**src/rtl/regfile_wb_ctrl.sv**
```systemverilog
// regfile_wb_ctrl: writeback initiator for the 16x16 register file.
// The ALU and load writeback requests are merged into a small in-order queue.
// One queued write is drained per cycle onto the RegisterFile write port.
// The block also provides per-register pending bits and youngest-entry bypass data.
// Optional feature: define WB_RR_ARB_EN for round-robin arbitration of the last free slot.
// Handshake: a request transfers on the rising edge where valid & ready are both 1.
// A ready never depends on the same source's valid, and both readies are 0 while rst=0.
module regfile_wb_ctrl #(
    parameter int DEPTH = 4
) (
    input  logic        clk,
    input  logic        rst,
    input  logic        alu_valid,
    input  logic [3:0]  alu_reg,
    input  logic [15:0] alu_data,
    output logic        alu_ready,
    input  logic        mem_valid,
    input  logic [3:0]  mem_reg,
    input  logic [15:0] mem_data,
    output logic        mem_ready,
    input  logic        wb_hold,
    output logic [3:0]  rf_DstReg,
    output logic        rf_WriteReg,
    output logic [15:0] rf_DstData,
    input  logic [3:0]  q_reg1,
    input  logic [3:0]  q_reg2,
    output logic        q_hit1,
    output logic        q_hit2,
    output logic [15:0] q_data1,
    output logic [15:0] q_data2,
    output logic [15:0] busy,
    output logic        empty
);

    localparam int PW = $clog2(DEPTH);
    localparam int CW = PW + 1;

    logic [3:0]    r_reg  [DEPTH];
    logic [15:0]   r_data [DEPTH];
    logic [PW-1:0] r_head;
    logic [PW-1:0] r_tail;
    logic [CW-1:0] r_count;

    logic [CW-1:0] w_free;
    logic          w_free_ge2;
    logic          w_free_eq1;
    logic          w_mem_rdy_raw;
    logic          w_alu_rdy_raw;
    logic          w_mem_older;
    logic          w_mem_en;
    logic          w_alu_en;
    logic          w_o_en;
    logic [3:0]    w_o_reg;
    logic [15:0]   w_o_data;
    logic          w_y_en;
    logic [3:0]    w_y_reg;
    logic [15:0]   w_y_data;
    logic [CW-1:0] w_enq_cnt;
    logic          w_deq;
    logic [PW-1:0] w_tail_p1;
    logic [PW-1:0] w_idx;

    // The slot freed by this cycle's drain is not credited to the readies.
    assign w_free     = CW'(DEPTH) - r_count;
    assign w_free_ge2 = (w_free >= CW'(2));
    assign w_free_eq1 = (w_free == CW'(1));

`ifdef WB_RR_ARB_EN
    // 1 = the load source wins the next contested grant and is older when both are accepted.
    logic r_rr_mem;
    logic w_contested;

    assign w_contested   = w_free_eq1 & mem_valid & alu_valid;
    assign w_mem_rdy_raw = w_free_ge2 | (w_free_eq1 & (!alu_valid | r_rr_mem));
    assign w_alu_rdy_raw = w_free_ge2 | (w_free_eq1 & (!mem_valid | !r_rr_mem));
    assign w_mem_older   = r_rr_mem;

    // Flip the round-robin pointer after every contested grant.
    always_ff @(posedge clk or negedge rst) begin
        if (!rst) begin
            r_rr_mem <= 1'b1;
        end else if (w_contested) begin
            r_rr_mem <= !r_rr_mem;
        end
    end
`else
    assign w_mem_rdy_raw = (w_free != '0);
    assign w_alu_rdy_raw = w_free_ge2 | (w_free_eq1 & !mem_valid);
    assign w_mem_older   = 1'b1;
`endif

    assign mem_ready = rst & w_mem_rdy_raw;
    assign alu_ready = rst & w_alu_rdy_raw;

    // An accepted write to R0 completes its handshake but is never queued.
    assign w_mem_en = mem_valid & mem_ready & (mem_reg != 4'd0);
    assign w_alu_en = alu_valid & alu_ready & (alu_reg != 4'd0);

    // Order the two candidates: the older one goes into the queue first.
    assign w_o_en   = w_mem_older ? w_mem_en : w_alu_en;
    assign w_o_reg  = w_mem_older ? mem_reg  : alu_reg;
    assign w_o_data = w_mem_older ? mem_data : alu_data;
    assign w_y_en   = w_mem_older ? w_alu_en : w_mem_en;
    assign w_y_reg  = w_mem_older ? alu_reg  : mem_reg;
    assign w_y_data = w_mem_older ? alu_data : mem_data;

    assign w_enq_cnt = CW'(w_o_en) + CW'(w_y_en);
    assign w_tail_p1 = r_tail + PW'(1);

    assign empty       = (r_count == '0);
    assign w_deq       = !empty & !wb_hold;
    assign rf_WriteReg = w_deq;
    assign rf_DstReg   = w_deq ? r_reg[r_head]  : 4'd0;
    assign rf_DstData  = w_deq ? r_data[r_head] : 16'd0;

    // Queue storage: the older candidate lands at the tail, and the younger one lands after it.
    always_ff @(posedge clk or negedge rst) begin
        if (!rst) begin
            for (int i = 0; i < DEPTH; i++) begin
                r_reg[i]  <= 4'd0;
                r_data[i] <= 16'd0;
            end
        end else begin
            if (w_o_en) begin
                r_reg[r_tail]  <= w_o_reg;
                r_data[r_tail] <= w_o_data;
            end
            if (w_y_en) begin
                r_reg[w_o_en ? w_tail_p1 : r_tail]  <= w_y_reg;
                r_data[w_o_en ? w_tail_p1 : r_tail] <= w_y_data;
            end
        end
    end

    // Update the head, tail and occupancy. The readies keep the count within 0..DEPTH.
    always_ff @(posedge clk or negedge rst) begin
        if (!rst) begin
            r_head  <= '0;
            r_tail  <= '0;
            r_count <= '0;
        end else begin
            r_head  <= r_head + PW'(w_deq);
            r_tail  <= r_tail + w_enq_cnt[PW-1:0];
            r_count <= r_count + w_enq_cnt - CW'(w_deq);
        end
    end

    // Scan the valid entries from oldest to youngest, so the youngest match wins for bypass data.
    always_comb begin
        busy    = 16'd0;
        q_hit1  = 1'b0;
        q_hit2  = 1'b0;
        q_data1 = 16'd0;
        q_data2 = 16'd0;
        w_idx   = r_head;
        for (int i = 0; i < DEPTH; i++) begin
            w_idx = r_head + PW'(i);
            if (CW'(i) < r_count) begin
                busy[r_reg[w_idx]] = 1'b1;
                if ((q_reg1 != 4'd0) && (r_reg[w_idx] == q_reg1)) begin
                    q_hit1  = 1'b1;
                    q_data1 = r_data[w_idx];
                end
                if ((q_reg2 != 4'd0) && (r_reg[w_idx] == q_reg2)) begin
                    q_hit2  = 1'b1;
                    q_data2 = r_data[w_idx];
                end
            end
        end
    end

endmodule

```
**config.mk**
```make
export PLATFORM = sky130hd
export DESIGN_NAME = regfile_wb_ctrl
export DESIGN_NICKNAME = d
export VERILOG_FILES = /design/src/rtl/regfile_wb_ctrl.sv
export SDC_FILE = /design/constraint.sdc
export NUM_CORES = 1
export LEC_CHECK = 0
export CORE_ASPECT_RATIO = 0.6
export CORE_MARGIN = 5
export CORE_UTILIZATION = 56
export DETAILED_ROUTE_END_ITERATION = 10
export PLACE_DENSITY_LB_ADDON = 0.25
export SYNTH_ARGS = -nofsm -noshare
export SYNTH_HDL_FRONTEND = slang
export SYNTH_SLANG_ARGS = --single-unit
```
**constraint.sdc**
```tcl
create_clock -name clk -period 3.6 [get_ports clk]
set_input_delay 0.72 -clock clk [delete_from_list [all_inputs] [get_ports clk]]
set_output_delay 0.72 -clock clk [all_outputs]
set_load 0.02 [all_outputs]
```
Yosys cells after proc, flatten, opt, wreduce, memory -nomap -nowiden
Index checks and enable logic that the tools add are counted.
- output and inout port bits: 74
- logic and storage cells: 179
- flip-flop bits (word level): 87
- input port bits: 53
- magnitude comparators: 21
- bitwise gates (word level): 18
- $add $sub $neg: 10
- reduce and logical (&&, ||, !) cells: 23
- equal/unequal tests: 9
- muxes and demuxes: 87
- operators by type and width (kind ; number):
    $mux 16 ; 33
    $bmux 16 s2 ; 4
    $bwmux 64 ; 2
    $mux 64 ; 2
    $demux 16 s2 ; 2
    $or 16x16->16 ; 3
    $mux 4 ; 11
    $bmux 4 s2 ; 4
    $bwmux 16 ; 2
    $eq 4x4->1 ; 8
    $lt 4x5->1 const B ; 4
    $mux 1 ; 20
    $ge 3x3->1 const B ; 6
    $not 2->3 ; 6
    $demux 1 s4 ; 4
    $demux 4 s2 ; 2
    $ge 4x1->1 const B ; 4
    $reduce_bool 4->1 ; 4
    $logic_and 1x1->1 ; 14
    $and 1x1->1 ; 8
    $lt 1x3->1 const A ; 2
    $lt 2x3->1 const A ; 2
    $lt 3x1->1 const B ; 2
    $add 2x1->2 const B ; 2
    14 further kinds ; 17

Longest topological paths before layout
Gate-level depths: netlist of the first run.
- depth in word-level cells: 15
- depth in mapped cells: 13

Worst setup path after synthesis of the first run
OpenSTA, ideal clock, no wires.
- path kind: input -> output
- start point: input port q_reg1[0]
- end point: output port q_data1[10]
- arrival: 2571 ps
- buffers on the path: 3
- slack: 309 ps
- cell stages on the path: 9
- required time: 2880 ps
- cells stage by stage: clkbuf_1 > nor4_1 > a21oi_1 > o2111ai_1 > or2_2 > clkbuf_1 > clkbuf_1 > o221ai_1 > a22o_1
- longest elaborated chain between the ends: 10
- elaborated cells between the ends (all ways): 17
- classes of those cells: 4 x eq/ne; 8 x mux; 5 x reduce/logical
- ends and longest elaborated chain (what ; RTL line ; text):
    start, declared ; 25 ; input logic [3:0] q_reg1,
    $eq 4x4->1 or $reduce_bool 4->1 (tied branches) ; 160 ; if ((q_reg1 != 4'd0) && (r_reg[w_idx] == q_reg1)) begin
    $logic_and 1x1->1 ; 160 ;
    $mux 16 ; 160 ;
    $mux 16 ; 158 ; if (CW'(i) < r_count) begin
    $mux 16 ; 160 ;
    $mux 16 ; 158 ;
    $mux 16 ; 160 ;
    $mux 16 ; 158 ;
    $mux 16 ; 160 ;
    $mux 16 * ; 158 ;
    end, declared ; 29 ; output logic [15:0] q_data1,
Every way passes the cells marked *; elsewhere a longest branch is shown, timed or not.

Worst setup path after layout of the first run
- start point: register r_head[0]
- end point: output port q_data1[2]
- longest elaborated chain between the ends: 14
- elaborated cells between the ends (all ways): 47
- classes of those cells: 3 x add/sub; 4 x eq/ne; 32 x mux; 4 x bitwise; 4 x reduce/logical
- ends and longest elaborated chain (what ; RTL line ; text):
    start, declared ; 40 ; logic [PW-1:0] r_head;
    start signal, assigned ; 142 ; r_head <= r_head + PW'(w_deq);
    parallel branches: the longest is 13 deep, another holds $add 2x1->2 ; -- ;
    $mux 16 * ; 158 ;
Every way passes the cells marked *. The select of a mux whose other input is x is not followed.

==> results of run 1 <==
cell usage after synthesis, types with 2 or more instances:
cell type  count
a22o_1        32
clkbuf_1      54
o21ai_0       59
or2_1          2
a21oi_1       90
nor2b_1        6
mux4_2        13
mux2i_1      130
mux4_1         3
a32oi_1        3
buf_1          5
o21ai_1        2
nor4_2         2
mux2_2        18
nor4_1         5
buf_2         18
and2_1         5
o211ai_1       3
a22oi_1        5
nand2_1      176
dfrtp_1       87
o221ai_1      36
xnor2_1       24
or2_2          4
ha_1          15
or3_1          6
nand3b_1       2
xor2_1         9
nand4_1        2
o22ai_1        7
a21boi_0       2
a221o_1        7
nand2b_1       6
inv_1         23
nor2_1        89
buf_6          2
nand3_1        9
nor3_1        10
and3_1         3
per-stage QoR:
step | setup TNS (ps) | hold slack, ps
global route | -3870 | 203
floorplan | 0 | 424
finish | -2330 | 203
global placement | -11300 | 551
detailed placement | -11520 | 552
CTS | -144 | 201
final cells by class:
cell class,count,area (um^2),share of cell area (%)
Inverter,24,90.1,0.810
Multi-Input combinational cell,801,5750,51.7
Clock buffer,10,239,2.15
Tap cell,198,248,2.23
Sequential cell,87,2180,19.6
Timing Repair Buffer,252,2570,23.1
Clock inverter,5,35.0,0.315
per-layer routing:
metal / global-route usage (%) / up-vias
li1: - / 3955
met1: 54.3 / 4160
met2: 40.2 / 770
met3: 13.8 / 72
met4: 5.30 / 0
met5: 0 / -
worst paths after layout:
kind,slack (ps),to,depth (start not counted),from
setup / recovery,-190,q_data1[2],10,r_head[0]
hold / removal,200,r_count[1],1,rst
setup reg to reg,340,r_count[2],12,r_count[2]
hold reg to reg,590,r_tail[1],1,r_tail[1]
max in group asynchronous,2150,r_reg[7],2,rst
min in group clk,590,r_tail[1],1,r_tail[1]
cells by family (layout without fill, tap and decap cells):
| group | count (synthesis) | count (layout) | share of synthesized area, % |
|---|---|---|---|
| XOR/XNOR | 33 | 33 | 3.57 |
| adder cells (fa/ha/maj) | 16 | 16 | 2.57 |
| AO/OA/AOI/OAI | 255 | 256 | 20.7 |
| buffers and inverters | 105 | 291 | 5.58 |
| multiplexers | 164 | 164 | 23.2 |
| flip-flops | 87 | 87 | 26.9 |
| AND/OR/NAND/NOR | 332 | 332 | 17.5 |
what timing repair did:
item,in CTS,in global routing
resized for setup,177,109
pin swaps,7,29
gates cloned,2,7
hold buffers,0,0
buffers inserted,10,11
setup endpoints to repair,50,39
==> summary.txt, run 1 <==
Global routing
  – All-Layer GR Usage: 33.4%
  – Overflow left after global routing: 0
  – Pin count of the biggest net entering global routing: a little over 80
  – Vias in the first global route: ~7500
  – First-pass GRT wire length: 43600 um
  – Initial antenna violation count: 0

Synthesis
  – Synth Register Bits: 87
  – Prevailing post-synth register cell: dfrtp_1
  – Mapped cell area: 0.00809 mm^2
  – Post-synthesis cell type count: 57
  – Syn Nets: about 1100
  – Top-area cell type share of the netlist area: between 20 and 30%
  – Fraction of registers with async set/reset: 100%
  – Synth warn: 0
  – Synthesized instance count: 992
  – Sequential share of the synthesized area: a little over a quarter
  – Mean Syn Cell Area: 8.16 um^2
  – Top cells by area, synth: dfrtp_1, mux2i_1, nand2_1
  – Yosys top cell by area: dfrtp_1
  – Number of flops mapped to enable cells by yosys: 0

Placement
  – Placed insts: 1333
  – Port Buffers: 126
  – GP Congestion: roughly 1.1
  – DP HPWL: 21000 um
  – Place WS: -400 ps
  – Placed Area: roughly 0.010 mm^2

Critical path
  – CP Buf/Inv Count: 4
  – Crit Path Max Fanout: 8
  – Most frequent CP cell: buf_6
  – Worst Setup End Kind: output pin
  – Data required time at the worst endpoint: 2880 ps
  – Top cell family by delay on the critical path: compound AO/OA/AOI/OAI gates
  – CP startpoint kind: register
  – CP peak stage delay: roughly 570 ps
  – Critical Path AT: 3070 ps
  – Worst Path Class, Setup: reg -> out
  – Worst-path cell with the longest stage delay: mux4_2
  – Worst path cell trace: buf_6, mux4_2, or3_4, a211oi_4, buf_6, o211ai_4, buf_12, o221ai_1, a22o_1, buf_4

Timing
  – Fin. max-slew vios: 0
  – Clock skew: 6.78 ps
  – Final worst slack: -188 ps
  – Rel. slew slack: 30.3%
  – Final hold violations: 0
  – RSZ-0062 raised after global routing: yes
  – Slew at the pin closest to its max-slew limit: 1050 ps
  – Fmax achieved: 0.264 GHz
  – Clock period minus final worst setup slack: 3790 ps
  – Final setup viols: 32
  – Period utilization: 105%

Die
  – Core Rows: 34
  – Ports: 127
  – Initial Util: ~56%
  – Die Wd: 165 um
  – Core region area: 0.0143 mm^2
  – Die ar.: 0.0170 mm^2
  – Die Height: 103 um

Clock network
  – CTS tree: done
  – Num CTS Buffers: 9
  – Clock sinks: 87
  – H-tree Lvls: 3
  – Max clock buf depth: 2
  – Clock Latency Late Sink: 340 ps
  – Clock root cell: clkbuf_16
  – Clk slew on worst S/H paths: 60 ps

Run
  – Max-cap violation count: 0

Cells and area
  – Final #Nets: approximately 1200
  – Fillers: 961
  – Max reg flops: 64
  – Design area: 0.0111 mm^2
  – # diodes: 0
  – Most common cell after layout, fill and taps aside: nand2_1
  – Area grow syn2layout: 37.4%
  – Final Instance Count excl. Fillers: 1377
  – Layout cell share with drive strength beyond 1: between 20% and 30%
  – Fin util: 77.6%
  – Most frequent cells in the layout: nand2_1, mux2i_1, buf_4, nor2_1, dfrtp_1

Outcome
  – Status: finished with violations
  – Failing checks: negative setup slack

Route
  – Routed wire per std cell: 22.7 um
  – Top layer in use: met4
  – Vias/cell: ~6.5
  – 1st-iter DRT viols: between 1000 and 1500
  – Routed WL: 31300 um
  – Antenna Nets Post-Route: 0
  – TritonRoute pass-1 iters: 8
  – M1 WL: 13200 um
  – DR WL met3: 5510 um
  – DR WL met2: 12000 um
  – Routed via count: 8957
  – Residual DRC: 0

Hold path
  – Hold/Removal Path Class: in -> async
Power of run 1 is not shown: default switching activity piles up to over one toggle a cycle in this logic, so the estimate is an artifact.
==> inputs of run 2 (changes only) <==
- SLEW_MARGIN: default -> 40
==> run 2 against run 1 <==
Global-route usage up 0.58 points. Fmax up 0.21%. Register-to-register slack worse by 50 ps. Sequential cell count unchanged. Utilization up 1.4 points. Worst setup slack better by 7.9 ps. Design area up 1.8%. The flow still finishes with violations (negative setup slack). Via count up 0.83%. Critical endpoint is now q_data1[13]. First-iteration DRC count up 2.1%. Critical path depth unchanged.
==> summary.txt, run 2 (synthesized netlist as in run 1, its figures left out) <==
Outcome
  – Status: finished with violations
  – Failing checks: negative setup slack

Placement
  – Port Buffers: 126
  – GP Congestion: around 1.1
  – DP HPWL: 21200 um
  – Placed Area: 0.0102 mm^2

Route
  – TritonRoute pass-1 iters: 7
  – Routed wire per std cell: 23.1 um
  – Routed via count: 9031
  – Antenna Nets Post-Route: 0
  – Routed WL: 32000 um
  – Top layer in use: met4
  – Vias/cell: 6.52
  – Residual DRC: 0
  – DR WL met3: 5530 um
  – M1 WL: 13500 um
  – 1st-iter DRT viols: 1444
  – DR WL met2: around 12000 um

Timing
  – Clock period minus final worst setup slack: 3780 ps
  – Fmax achieved: 0.265 GHz
  – Final setup viols: 33
  – Clock skew: 9.14 ps
  – Period utilization: 105%
  – Rel. slew slack: 48.7%
  – Final worst slack: -180 ps
  – Slew at the pin closest to its max-slew limit: 770 ps
  – RSZ-0062 raised after global routing: yes
  – Final hold violations: 0
  – Hold slack: just over 200 ps
  – Fin. max-slew vios: 0
  – Setup TNS: -3380 ps

Global routing
  – All-Layer GR Usage: 34.0%
  – First-pass GRT wire length: 44300 um
  – Vias in the first global route: 7678
  – Overflow left after global routing: 0
  – Pin count of the biggest net entering global routing: 82
  – Initial antenna violation count: 0

Clock network
  – Clk slew on worst S/H paths: 60 ps
  – Clock root cell: clkbuf_16
  – Clock sinks: 87
  – H-tree Lvls: 3
  – CTS Hold Buffers Added: 0
  – Clock Latency Late Sink: 340 ps
  – Max clock buf depth: 2
  – CTS tree: done
  – Num CTS Buffers: 9

Cells and area
  – Most common cell after layout, fill and taps aside: nand2_1
  – Fillers: 947
  – # diodes: 0
  – Max reg flops: 64
  – Most frequent cells in the layout: nand2_1, mux2i_1, buf_4, nor2_1, dfrtp_1
  – Fin util: 79.0%
  – Layout cell share with drive strength beyond 1: 24.6%
  – Area grow syn2layout: 40.0%
  – Design area: 0.0113 mm^2
  – Final #Nets: 1251

Critical path
  – Worst Setup End Kind: output pin
  – Data required time at the worst endpoint: 2880 ps
  – Worst-path cell with the longest stage delay: mux4_2
  – CP startpoint kind: register
  – Crit Path Max Fanout: 17
  – Worst path cell trace: buf_4, buf_6, mux4_2, xnor2_2, nand3_4, or2_4, buf_12, o221ai_1, a22o_1, buf_6
  – Most frequent CP cell: buf_6
  – Critical Path AT: 3060 ps
  – CP peak stage delay: 630 ps
  – Worst Path Class, Setup: reg -> out

Run
  – Max-cap violation count: 0

Die
  – Ports: 127
  – Die Wd: 165 um
  – Die ar.: between 0.015 and 0.02 mm^2
  – Core Rows: 34
  – Initial Util: a little under three fifths
  – Core region area: 0.0143 mm^2
  – Die Height: roughly 100 um

Hold path
  – Hold/Removal Path Class: in -> async
-- run 2: cell type report --
| class | instances | area [um^2] | share of cell area [%] |
|---|---|---|---|
| inverters | 24 | 90.1 | 0.795 |
| clock buffers | 12 | 256 | 2.26 |
| repair buffers | 259 | 2680 | 23.6 |
| clock inverters | 4 | 30.0 | 0.265 |
| multi-input cells | 801 | 5840 | 51.6 |
| flip-flops and latches | 87 | 2180 | 19.3 |
| well taps | 198 | 248 | 2.19 |
-- run 2: final timing paths --
kind / slack [ps] / to / cells past startpoint / from
min in group clk: 600 / r_tail[1] / 1 / r_tail[1]
setup / recovery: -180 / q_data1[13] / 10 / r_head[0]
setup reg to reg: 290 / r_count[2] / 12 / r_count[2]
max in group asynchronous: 2430 / r_data[48] / 2 / rst
hold / removal: 210 / r_count[1] / 1 / rst
hold reg to reg: 600 / r_tail[1] / 1 / r_tail[1]
-- run 2: worst max-delay path, delay by kind of cell, from the launching register on --
kind | cells | cell delay [ps]
mux | 1 | 630
buf+inv | 4 | 550
simple gates | 2 | 430
compound gates | 2 | 420
flops | 1 | 410
xor+xnor | 1 | 260
-- run 2: repair_timing --
item / CTS / global route
buffers inserted: 10 / 16
setup endpoints to repair: 50 / 37
pin swaps: 9 / 34
gates cloned: 3 / 7
gates resized for setup: 178 / 124
-- run 2: routing by layer --
metal | vias up | global-route usage (%)
met5 | - | 0
met4 | 0 | 5.56
met3 | 96 | 13.1
met2 | 790 | 43.1
met1 | 4183 | 54.0
li1 | 3962 | -
-- run 2: per-stage QoR --
stage	cells	setup WS, ps
finish	1385	-180
floorplan	992	309
detailed placement	1333	-401
global placement	1333	-363
CTS	1362	-64.2
global route	1385	-199
Power of run 2 is left out for the same reason.
